===== config.mk =====
export PLATFORM = sky130hd
export DESIGN_NAME = biss_slave_tx
export DESIGN_NICKNAME = d
export VERILOG_FILES = /design/src/rtl/biss_slave_tx.sv
export SDC_FILE = /design/constraint.sdc
export NUM_CORES = 1
export LEC_CHECK = 0
export CAP_MARGIN = 10
export CORE_ASPECT_RATIO = 0.9
export CORE_MARGIN = 2
export CORE_UTILIZATION = 40
export CTS_BUF_LIST = sky130_fd_sc_hd__clkbuf_2 sky130_fd_sc_hd__clkbuf_4 sky130_fd_sc_hd__clkbuf_8
export DETAILED_ROUTE_END_ITERATION = 16
export MAX_ROUTING_LAYER = met4
export PLACE_DENSITY = 0.65
export SLEW_MARGIN = 20
export SYNTH_ARGS = -nofsm -noshare
export SYNTH_HDL_FRONTEND = slang
export SYNTH_SLANG_ARGS = --single-unit

===== constraint.sdc =====
create_clock -name clk -period 3.2 [get_ports clk]
set_input_delay 0.96 -clock clk [delete_from_list [all_inputs] [get_ports clk]]
set_output_delay 0.96 -clock clk [all_outputs]
set_load 0.03 [all_outputs]

===== src/rtl/biss_slave_tx.sv =====
// biss_slave_tx
//   BiSS-C slave transmitter. Watches the master clock MA and shifts out one
//   frame per MA burst on SLO:
//     Ack (ACK_CLKS clk low) -> Start(1) -> CDS(0) -> 28 data bits -> 6 CRC bits
//   After the last CRC bit SLO is held low until MA has stayed high for
//   TIMEOUT_CLKS clk. The same MA-high timeout aborts an unfinished frame.
//
// Ports
//   clk          system clock, rising edge
//   rst_n        asynchronous active-low reset
//   ma_in        BiSS-C MA line (asynchronous, idle high)
//   slo_out      BiSS-C SLO line (registered, idle high)
//   pos_in       26-bit position, sampled at frame latch
//   err_n/warn_n active-low status bits, sampled with pos_in
//   busy         high whenever the FSM is not in IDLE
//   frame_latch  one-clk pulse when the payload is sampled
//   frame_done   one-clk pulse when the last CRC bit has completed
//   crc_out      inverted CRC of the most recently latched frame
module biss_slave_tx #(
  parameter int ACK_CLKS     = 8,
  parameter int TIMEOUT_CLKS = 1000
) (
  input  logic        clk,
  input  logic        rst_n,
  input  logic        ma_in,
  output logic        slo_out,
  input  logic [25:0] pos_in,
  input  logic        err_n,
  input  logic        warn_n,
  output logic        busy,
  output logic        frame_latch,
  output logic        frame_done,
  output logic [5:0]  crc_out
);

  localparam int ACK_W = (ACK_CLKS > 1) ? $clog2(ACK_CLKS) : 1;
  localparam int HI_W  = $clog2(TIMEOUT_CLKS + 1);
  localparam logic [ACK_W-1:0] ACK_LAST = ACK_W'(ACK_CLKS - 1);
  localparam logic [HI_W-1:0]  HI_MAX   = HI_W'(TIMEOUT_CLKS);
  localparam logic [HI_W-1:0]  HI_EXP   = HI_W'(TIMEOUT_CLKS - 1);

  typedef enum logic [3:0] {
    S_IDLE    = 4'd0,
    S_ARM     = 4'd1,
    S_ACK     = 4'd2,
    S_READY   = 4'd3,
    S_START   = 4'd4,
    S_CDS     = 4'd5,
    S_DATA    = 4'd6,
    S_CRC     = 4'd7,
    S_TIMEOUT = 4'd8
  } state_e;

  // CRC x^6+x+1, init 0, over the 28 payload bits MSB first.
  function automatic logic [5:0] crc6_calc(input logic [27:0] d);
    logic [5:0] c;
    logic       fb;
    c = 6'h00;
    for (int i = 27; i >= 0; i--) begin
      fb = c[5] ^ d[i];
      c  = {c[4:0], 1'b0} ^ (fb ? 6'h03 : 6'h00);
    end
    return c;
  endfunction

  state_e             state_q, state_d;
  logic               ma_meta_q, ma_sync_q, ma_prev_q;
  logic [HI_W-1:0]    hi_cnt_q, hi_cnt_d;
  logic [ACK_W-1:0]   ack_cnt_q, ack_cnt_d;
  logic [4:0]         bit_q, bit_d;        // index of the bit currently on SLO
  logic [27:0]        pay_q, pay_d;
  logic [5:0]         crc_q, crc_d;
  logic               slo_q, slo_d;
  logic               busy_q, busy_d;
  logic               latch_q, latch_d;
  logic               done_q, done_d;
  logic               rise_s;
  logic               timeout_s;
  logic [27:0]        payload_s;

  assign rise_s    = ma_sync_q & ~ma_prev_q;
  // Fires in the cycle that completes TIMEOUT_CLKS consecutive high samples
  // (and stays asserted while saturated).
  assign timeout_s = ma_sync_q & (hi_cnt_q >= HI_EXP);
  assign payload_s = {pos_in, err_n, warn_n};

  assign slo_out     = slo_q;
  assign busy        = busy_q;
  assign frame_latch = latch_q;
  assign frame_done  = done_q;
  assign crc_out     = crc_q;

  // State register plus all datapath and output registers.
  always_ff @(posedge clk or negedge rst_n) begin
    if (!rst_n) begin
      state_q   <= S_IDLE;
      ma_meta_q <= 1'b1;
      ma_sync_q <= 1'b1;
      ma_prev_q <= 1'b1;
      hi_cnt_q  <= '0;
      ack_cnt_q <= '0;
      bit_q     <= 5'd0;
      pay_q     <= 28'd0;
      crc_q     <= 6'h00;
      slo_q     <= 1'b1;
      busy_q    <= 1'b0;
      latch_q   <= 1'b0;
      done_q    <= 1'b0;
    end else begin
      state_q   <= state_d;
      ma_meta_q <= ma_in;
      ma_sync_q <= ma_meta_q;
      ma_prev_q <= ma_sync_q;
      hi_cnt_q  <= hi_cnt_d;
      ack_cnt_q <= ack_cnt_d;
      bit_q     <= bit_d;
      pay_q     <= pay_d;
      crc_q     <= crc_d;
      slo_q     <= slo_d;
      busy_q    <= busy_d;
      latch_q   <= latch_d;
      done_q    <= done_d;
    end
  end

  // MA-high run-length counter: clears on low, saturates at TIMEOUT_CLKS.
  always_comb begin
    hi_cnt_d = hi_cnt_q;
    if (!ma_sync_q) begin
      hi_cnt_d = '0;
    end else if (hi_cnt_q == HI_MAX) begin
      hi_cnt_d = hi_cnt_q;
    end else begin
      hi_cnt_d = hi_cnt_q + HI_W'(1);
    end
  end

  // Next-state logic; timeout overrides any rise event in the same cycle.
  always_comb begin
    state_d   = state_q;
    ack_cnt_d = ack_cnt_q;
    bit_d     = bit_q;
    pay_d     = pay_q;
    crc_d     = crc_q;
    if ((state_q != S_IDLE) && timeout_s) begin
      state_d = S_IDLE;
    end else begin
      case (state_q)
        S_IDLE: begin
          if (rise_s) begin
            state_d = S_ARM;
            pay_d   = payload_s;
            crc_d   = ~crc6_calc(payload_s);
          end else begin
            state_d = S_IDLE;
          end
        end
        S_ARM: begin
          if (rise_s) begin
            state_d   = S_ACK;
            ack_cnt_d = '0;
          end else begin
            state_d = S_ARM;
          end
        end
        S_ACK: begin
          if (ack_cnt_q == ACK_LAST) begin
            state_d = S_READY;
          end else begin
            ack_cnt_d = ack_cnt_q + ACK_W'(1);
          end
        end
        S_READY: begin
          if (rise_s) state_d = S_START;
          else        state_d = S_READY;
        end
        S_START: begin
          if (rise_s) state_d = S_CDS;
          else        state_d = S_START;
        end
        S_CDS: begin
          if (rise_s) begin
            state_d = S_DATA;
            bit_d   = 5'd27;
          end else begin
            state_d = S_CDS;
          end
        end
        S_DATA: begin
          if (rise_s && (bit_q == 5'd0)) begin
            state_d = S_CRC;
            bit_d   = 5'd5;
          end else if (rise_s) begin
            bit_d = bit_q - 5'd1;
          end else begin
            bit_d = bit_q;
          end
        end
        S_CRC: begin
          if (rise_s && (bit_q == 5'd0)) begin
            state_d = S_TIMEOUT;
          end else if (rise_s) begin
            bit_d = bit_q - 5'd1;
          end else begin
            bit_d = bit_q;
          end
        end
        S_TIMEOUT: state_d = S_TIMEOUT;
        default:   state_d = S_IDLE;
      endcase
    end
  end

  // Output logic: SLO level is a function of the state being entered.
  always_comb begin
    slo_d   = 1'b1;
    busy_d  = (state_d != S_IDLE);
    latch_d = (state_q == S_IDLE) && (state_d == S_ARM);
    done_d  = (state_q == S_CRC) && (state_d == S_TIMEOUT);
    case (state_d)
      S_IDLE, S_ARM, S_START:             slo_d = 1'b1;
      S_ACK, S_READY, S_CDS, S_TIMEOUT:   slo_d = 1'b0;
      S_DATA:                             slo_d = pay_d[bit_d];
      S_CRC:                              slo_d = crc_d[bit_d[2:0]];
      default:                            slo_d = 1'b1;
    endcase
  end

endmodule


# ---- Yosys cells after proc, flatten, opt, wreduce, memory -nomap -nowiden
# Cells that the tools add are included.
dict set report word_totals {
  ff_bits 63
  inputBits 31
  output_inout_bits 10
  wordCells 169
}
dict set report op_classes {
  add_sub_neg 3
  n_lt_le_gt_ge 3
  eq_ne 20
  mux 60
  bitwise 59
  n_reduce_logical 11
}
# operator count
set ops {}
lappend ops {{6-bit by 2-bit XOR with 6-bit output} 24}
lappend ops {{28-bit 2-to-1 mux} 3}
lappend ops {{2-bit 2-to-1 mux} 30}
lappend ops {{4-bit one-hot mux with 9 select lines} 1}
lappend ops {{4-bit by 3-bit == test with 1-bit output (second input constant)} 7}
lappend ops {{5-bit 2-to-1 mux} 5}
lappend ops {{1-bit XOR} 23}
lappend ops {{10-bit 2-to-1 mux} 2}
lappend ops {{6-bit 2-to-1 mux} 3}
lappend ops {{4-bit by 2-bit == test with 1-bit output (second input constant)} 4}
lappend ops {{4-bit 2-to-1 mux} 4}
lappend ops {{5-bit one-hot mux with 3 select lines} 1}
lappend ops {{10-bit by 1-bit adder with 10-bit output (second input constant)} 1}
lappend ops {{10-bit == test (second input constant)} 1}
lappend ops {{10-bit >= comparator (second input constant)} 1}
lappend ops {{3-bit 2-to-1 mux} 3}
lappend ops {{4-bit by 1-bit == test with 1-bit output (second input constant)} 2}
lappend ops {{4-bit == test (second input constant)} 2}
lappend ops {{4-bit nonzero test} 2}
lappend ops {{5-bit by 6-bit less-than comparator with 1-bit output (second input constant)} 1}
lappend ops {{2-bit != test (second input constant)} 3}
lappend ops {{6-bit inverter} 1}
lappend ops {{3-bit one-hot mux with 2 select lines} 1}
lappend ops {{1-bit binary-select mux with 5-bit select} 1}
lappend ops {{19 further kinds} 30}

# ---- Logic depth before layout (Yosys ltp)
dict set report depth {
  ltp_word 82
  mapped_depth 14
  ltp_nobuf 13
}

# ---- Worst setup path before layout
# No wires, ideal clock.
dict set report synth_path {
  kind {input to register}
  startpoint {input pos_in[20]}
  endpoint {register slo_q (netlist: slo_out)}
  arrival_ps 2653
  t_required_ps 3108
  setup_slack_ps 455
  cell_stages 10
  cell_sequence {xnor2_1 -> xnor2_1 -> xnor2_1 -> xnor2_1 -> xnor2_1 -> xnor2_1 -> mux2_4 -> mux2_4 -> nand4_1 -> nand4_1}
}
dict set report synth_between {
  elab_chain_len 40
  word_cells_on_any_way 61
  classes_between {mux: 24; bitwise: 37}
}
# item line
set synth_lines {}
lappend synth_lines {{start, declared} 27} ;# input logic [25:0] pos_in,
lappend synth_lines {{1-bit XOR} 60} ;# fb = c[5] ^ d[i];
lappend synth_lines {{2-bit 2-to-1 mux} 61} ;# c = {c[4:0], 1'b0} ^ (fb ? 6'h03 : 6'h00);
lappend synth_lines {{6-bit by 2-bit XOR with 6-bit output (5 in series)} 61}
lappend synth_lines {{1-bit XOR} 60}
lappend synth_lines {{2-bit 2-to-1 mux} 61}
lappend synth_lines {{6-bit by 2-bit XOR with 6-bit output (5 in series)} 61}
lappend synth_lines {{1-bit XOR} 60}
lappend synth_lines {{2-bit 2-to-1 mux} 61}
lappend synth_lines {{(+18 left out)} --}
lappend synth_lines {{6-bit 2-to-1 mux} 150} ;# if (rise_s) begin
lappend synth_lines {{6-bit 2-to-1 mux} 148} ;# case (state_q)
lappend synth_lines {{6-bit 2-to-1 mux} 145} ;# if ((state_q != S_IDLE) && timeout_s) begin
lappend synth_lines {{via crc_d[3]} 72} ;# logic [5:0] crc_q, crc_d;
lappend synth_lines {{1-bit binary-select mux with 3-bit select} 224} ;# S_CRC: slo_d = crc_d[bit_d[2:0]];
lappend synth_lines {{1-bit 2-to-1 mux (not written as such)} 224}
lappend synth_lines {{1-bit one-hot mux with 3 select lines} 220} ;# case (state_d)
lappend synth_lines {{via slo_d} 73} ;# logic slo_q, slo_d;
lappend synth_lines {{end signal, assigned} 119} ;# slo_q <= slo_d;
lappend synth_lines {{end, declared} 73}
# The timed path passes the listed nets, and every way through them passes these cells. The select of a mux whose other input is x is not followed.
# A chain may end at the register's enable or synchronous reset.

# ---- Final worst setup path
dict set report layout_path {
  startpoint {input pos_in[18]}
  endpoint {register slo_q (netlist: slo_out)}
}
dict set report layout_between {
  word_cells_on_any_way 55
  classes_between {mux: 22; bitwise: 33}
}
# item line
set layout_lines {}
lappend layout_lines {{1-bit XOR *} 60}
lappend layout_lines {{2-bit 2-to-1 mux *} 61}
lappend layout_lines {{6-bit by 2-bit XOR with 6-bit output * (5 in series)} 61}
lappend layout_lines {{1-bit XOR or 6-bit by 2-bit XOR with 6-bit output (tied branches)} {60, 61}}
lappend layout_lines {{2-bit 2-to-1 mux or 1-bit XOR (tied branches)} {61, 60}}
lappend layout_lines {{6-bit by 2-bit XOR with 6-bit output * (6 in series)} 61}
lappend layout_lines {{1-bit XOR or 6-bit by 2-bit XOR with 6-bit output (tied branches)} {60, 61}}
lappend layout_lines {{2-bit 2-to-1 mux or 1-bit XOR (tied branches)} {61, 60}}
lappend layout_lines {{(+13 left out)} --}
lappend layout_lines {{6-bit 2-to-1 mux *} 150}
lappend layout_lines {{6-bit 2-to-1 mux *} 148}
lappend layout_lines {{6-bit 2-to-1 mux *} 145}
lappend layout_lines {{via crc_d[3]} 72}
lappend layout_lines {{1-bit binary-select mux with 3-bit select *} 224}
lappend layout_lines {{1-bit 2-to-1 mux (not written as such) *} 224}
lappend layout_lines {{1-bit one-hot mux with 3 select lines *} 220}
lappend layout_lines {{via slo_d} 73}
# The timed path passes the listed nets; every way through them passes the cells marked *. The select of a mux whose other input is x is not followed.

==> out/results.ini <==
[drt]
final_antenna_net_count=0
wire_per_inst_microns=15.0
totalWireLength_microns=8900
firstDrtPassIters=4
drc=0
num_vias=3031
drtIter0Drc=152
viasPerCell=5.11

[synthesis]
synthSimpleGateAreaFrac=0.214
synth_top_area_frac=0.397
synth_seq_cells=63
synth_top_family_by_area=simple AND/OR/NAND/NOR gates
ys_seq_area_frac=0.425
synth_flop_cell=dfrtp_1
syn_avg_cell_area_sq_um=9.22
yosys-mux-area-fraction=0.0626
ys.warnings.count=0
synthTopCellsByArea=dfrtp_1 (40%), xnor2_1 (11%), nand2_1 (10%)
synth_cells=403
synth_edf_count=0
synth.distinct_cells=58
synth_compound_area_frac=0.0993
synthXorXnorAreaFrac=0.139
synth.largest_area_cell=dfrtp_1
synth_nets=441
synthArstFlopShare=1.00
syn-cell-area_sq_mm=0.00372
synthAdderAreaFrac=0.0236

[floorplanning]
fp.dieArea_sq_mm=0.0101
coreArea_sq_mm=0.00908
die_h_microns=95.5
die_x_microns=106
rows=33
initial_core_util=0.409
io_pins=41

[final_layout]
layout_commonest_cell=nand2_1
utilization=0.519
layout_common_cells=nand2_1 (99), dfrtp_1 (59), xnor2_1 (37), clkdlybuf4s50_1 (37), buf_4 (24)
fill_cells=862
diodes=0
nets=505
syn_to_final_growth_pct=26.8
drive_above_1_share=0.159

[power]
p_per_area_mw_per_mm2=872
peakVddDrop_v=0.000383
p_leak_nw=2.17

[global_routing]
grt_pass1_vias=2995
track_usage=0.190
grt_remaining_overflow=0
grt_start_max_net_pins=41
antenna_found_initial=0
grt_first_pass_wirelength_microns=14700

[clocking]
cts-root-buf=clkbuf_8
path_clk_slew_ns=0.07
insertion_delay_ns=0.34
cts_setup_buffers=0
numCtsBuffers=9
clock-sinks=63
cts_tree=done
cts_max_level=3
clockBufferDepth=2

[setup_path]
cp-end-kind=register
cp-start-kind=primary input
crit_fanout=2
setup.worst_path.class=primary input to register
cp_data_arrival_time_ns=3.37
worstPathRequired_ns=3.45

[timing]
fmax_ghz=0.321
slew_headroom=0.611
fin_skew_ns=0.0108
setup_ws_ns=0.0805
post-route-period-util=0.975
setup_tns_ns=0
worst_pin_slew_ns=0.584
final_hold_viol_count=0
period_needed_ns=3.12
slew_violations=0
timing.final.setup_violations=0

[placement]
gp_congestion=0.935
post-dp-hpwl_microns=6590
dp_slack_ns=-0.292
port_buffers=40

[outcome]
outcome=finished clean

[worst_hold_path]
worst_hold_path_type=register to register

[run]
cap_violations=0

## cell usage after synthesis, types with 5 or more instances
library cell,instances
a21oi_1,6
and2_1,7
and3_1,7
buf_2,8
dfrtp_1,59
ha_1,7
inv_1,13
mux2i_1,18
nand2_1,99
nand3_1,7
nand4_1,6
nor2_1,15
nor2b_1,5
nor3_1,8
o21ai_0,7
xnor2_1,46
xor2_1,11
## worst paths after layout
path	from	end	slack [ns]	cells past startpoint
worst min-delay path	ma_meta_q	ma_sync_q	0.36	0
max in group asynchronous	rst_n	ma_prev_q	1.91	2
worst min register to register	ma_meta_q	ma_sync_q	0.36	0
min in group asynchronous	rst_n	pay_q[21]	0.62	1
worst max register to register	hi_cnt_q[0]	slo_out	0.20	12
worst max-delay path	pos_in[18]	slo_out	0.08	12
## layer usage
layer	global-route usage	part of all wire
met5	-	0
met4	0.0504	0.0070
met3	0.0403	0.042
met2	0.278	0.46
met1	0.269	0.50
## registers in the layout (all words and copies together), names as in the netlist, 3 cells and up
name and cells:
crc_out 6, bit_q 5, hi_cnt_q 10, pay_q 28
state_q 4, ack_cnt_q 3
## cell type report
type | count | area [sq um] | share of cell area
clock inverter | 3 | 42.5 | 0.00902
sequential | 63 | 1580 | 0.335
clock buffer | 12 | 159 | 0.0337
inverter | 17 | 63.8 | 0.0135
timing repair buffer | 66 | 621 | 0.132
multi-input combinational | 310 | 2090 | 0.444
tap | 122 | 153 | 0.0324
## logic make-up after synthesis
family | after synthesis
adders and majority gates | 7
AOI/OAI and AO/OA | 51
buffers and inverters | 30
and+or+nand+nor | 172
DFF | 63
xor gates and xnor gates | 58
muxes | 22
## where the power goes
group	leakage, nW	total [mW]	internal (mW)	switching, mW
Clock	0.102	0.714	0.406	0.309
Sequential	0.785	1.25	1.09	0.160
Combinational	1.28	2.14	0.951	1.19
## what timing repair did
action                                  in CTS  in global routing
endpoints found under the setup margin       0                  1
hold buffers                                 0                  0
resized for setup                            0                 15
## through the flow
| step | instance area [sq um] | instances | hold slack [ns] | total power, mW |
|---|---|---|---|---|
| floorplan | 3720 | 403 | 0.345 | 2.69 |
| global placement | 4420 | 578 | 0.349 | 3.31 |
| detailed placement | 4420 | 578 | 0.349 | 3.35 |
| CTS | 4620 | 593 | 0.359 | 4.08 |
| global route | 4710 | 593 | 0.368 | 4.42 |
| finish | 4710 | 593 | 0.358 | 4.11 |
## worst max-delay path, cell delays in order
cell and delay [ns]:
clkdlybuf4s50_1 0.52, xor2_2 0.27, xnor2_2 0.11, xnor2_1 0.25, xnor2_1 0.11, buf_4 0.16
xnor2_2 0.13, xnor2_1 0.14, mux2_4 0.27, mux2_4 0.26, nand4_1 0.09, nand4_1 0.11
Power figures use the tool's default switching activity.
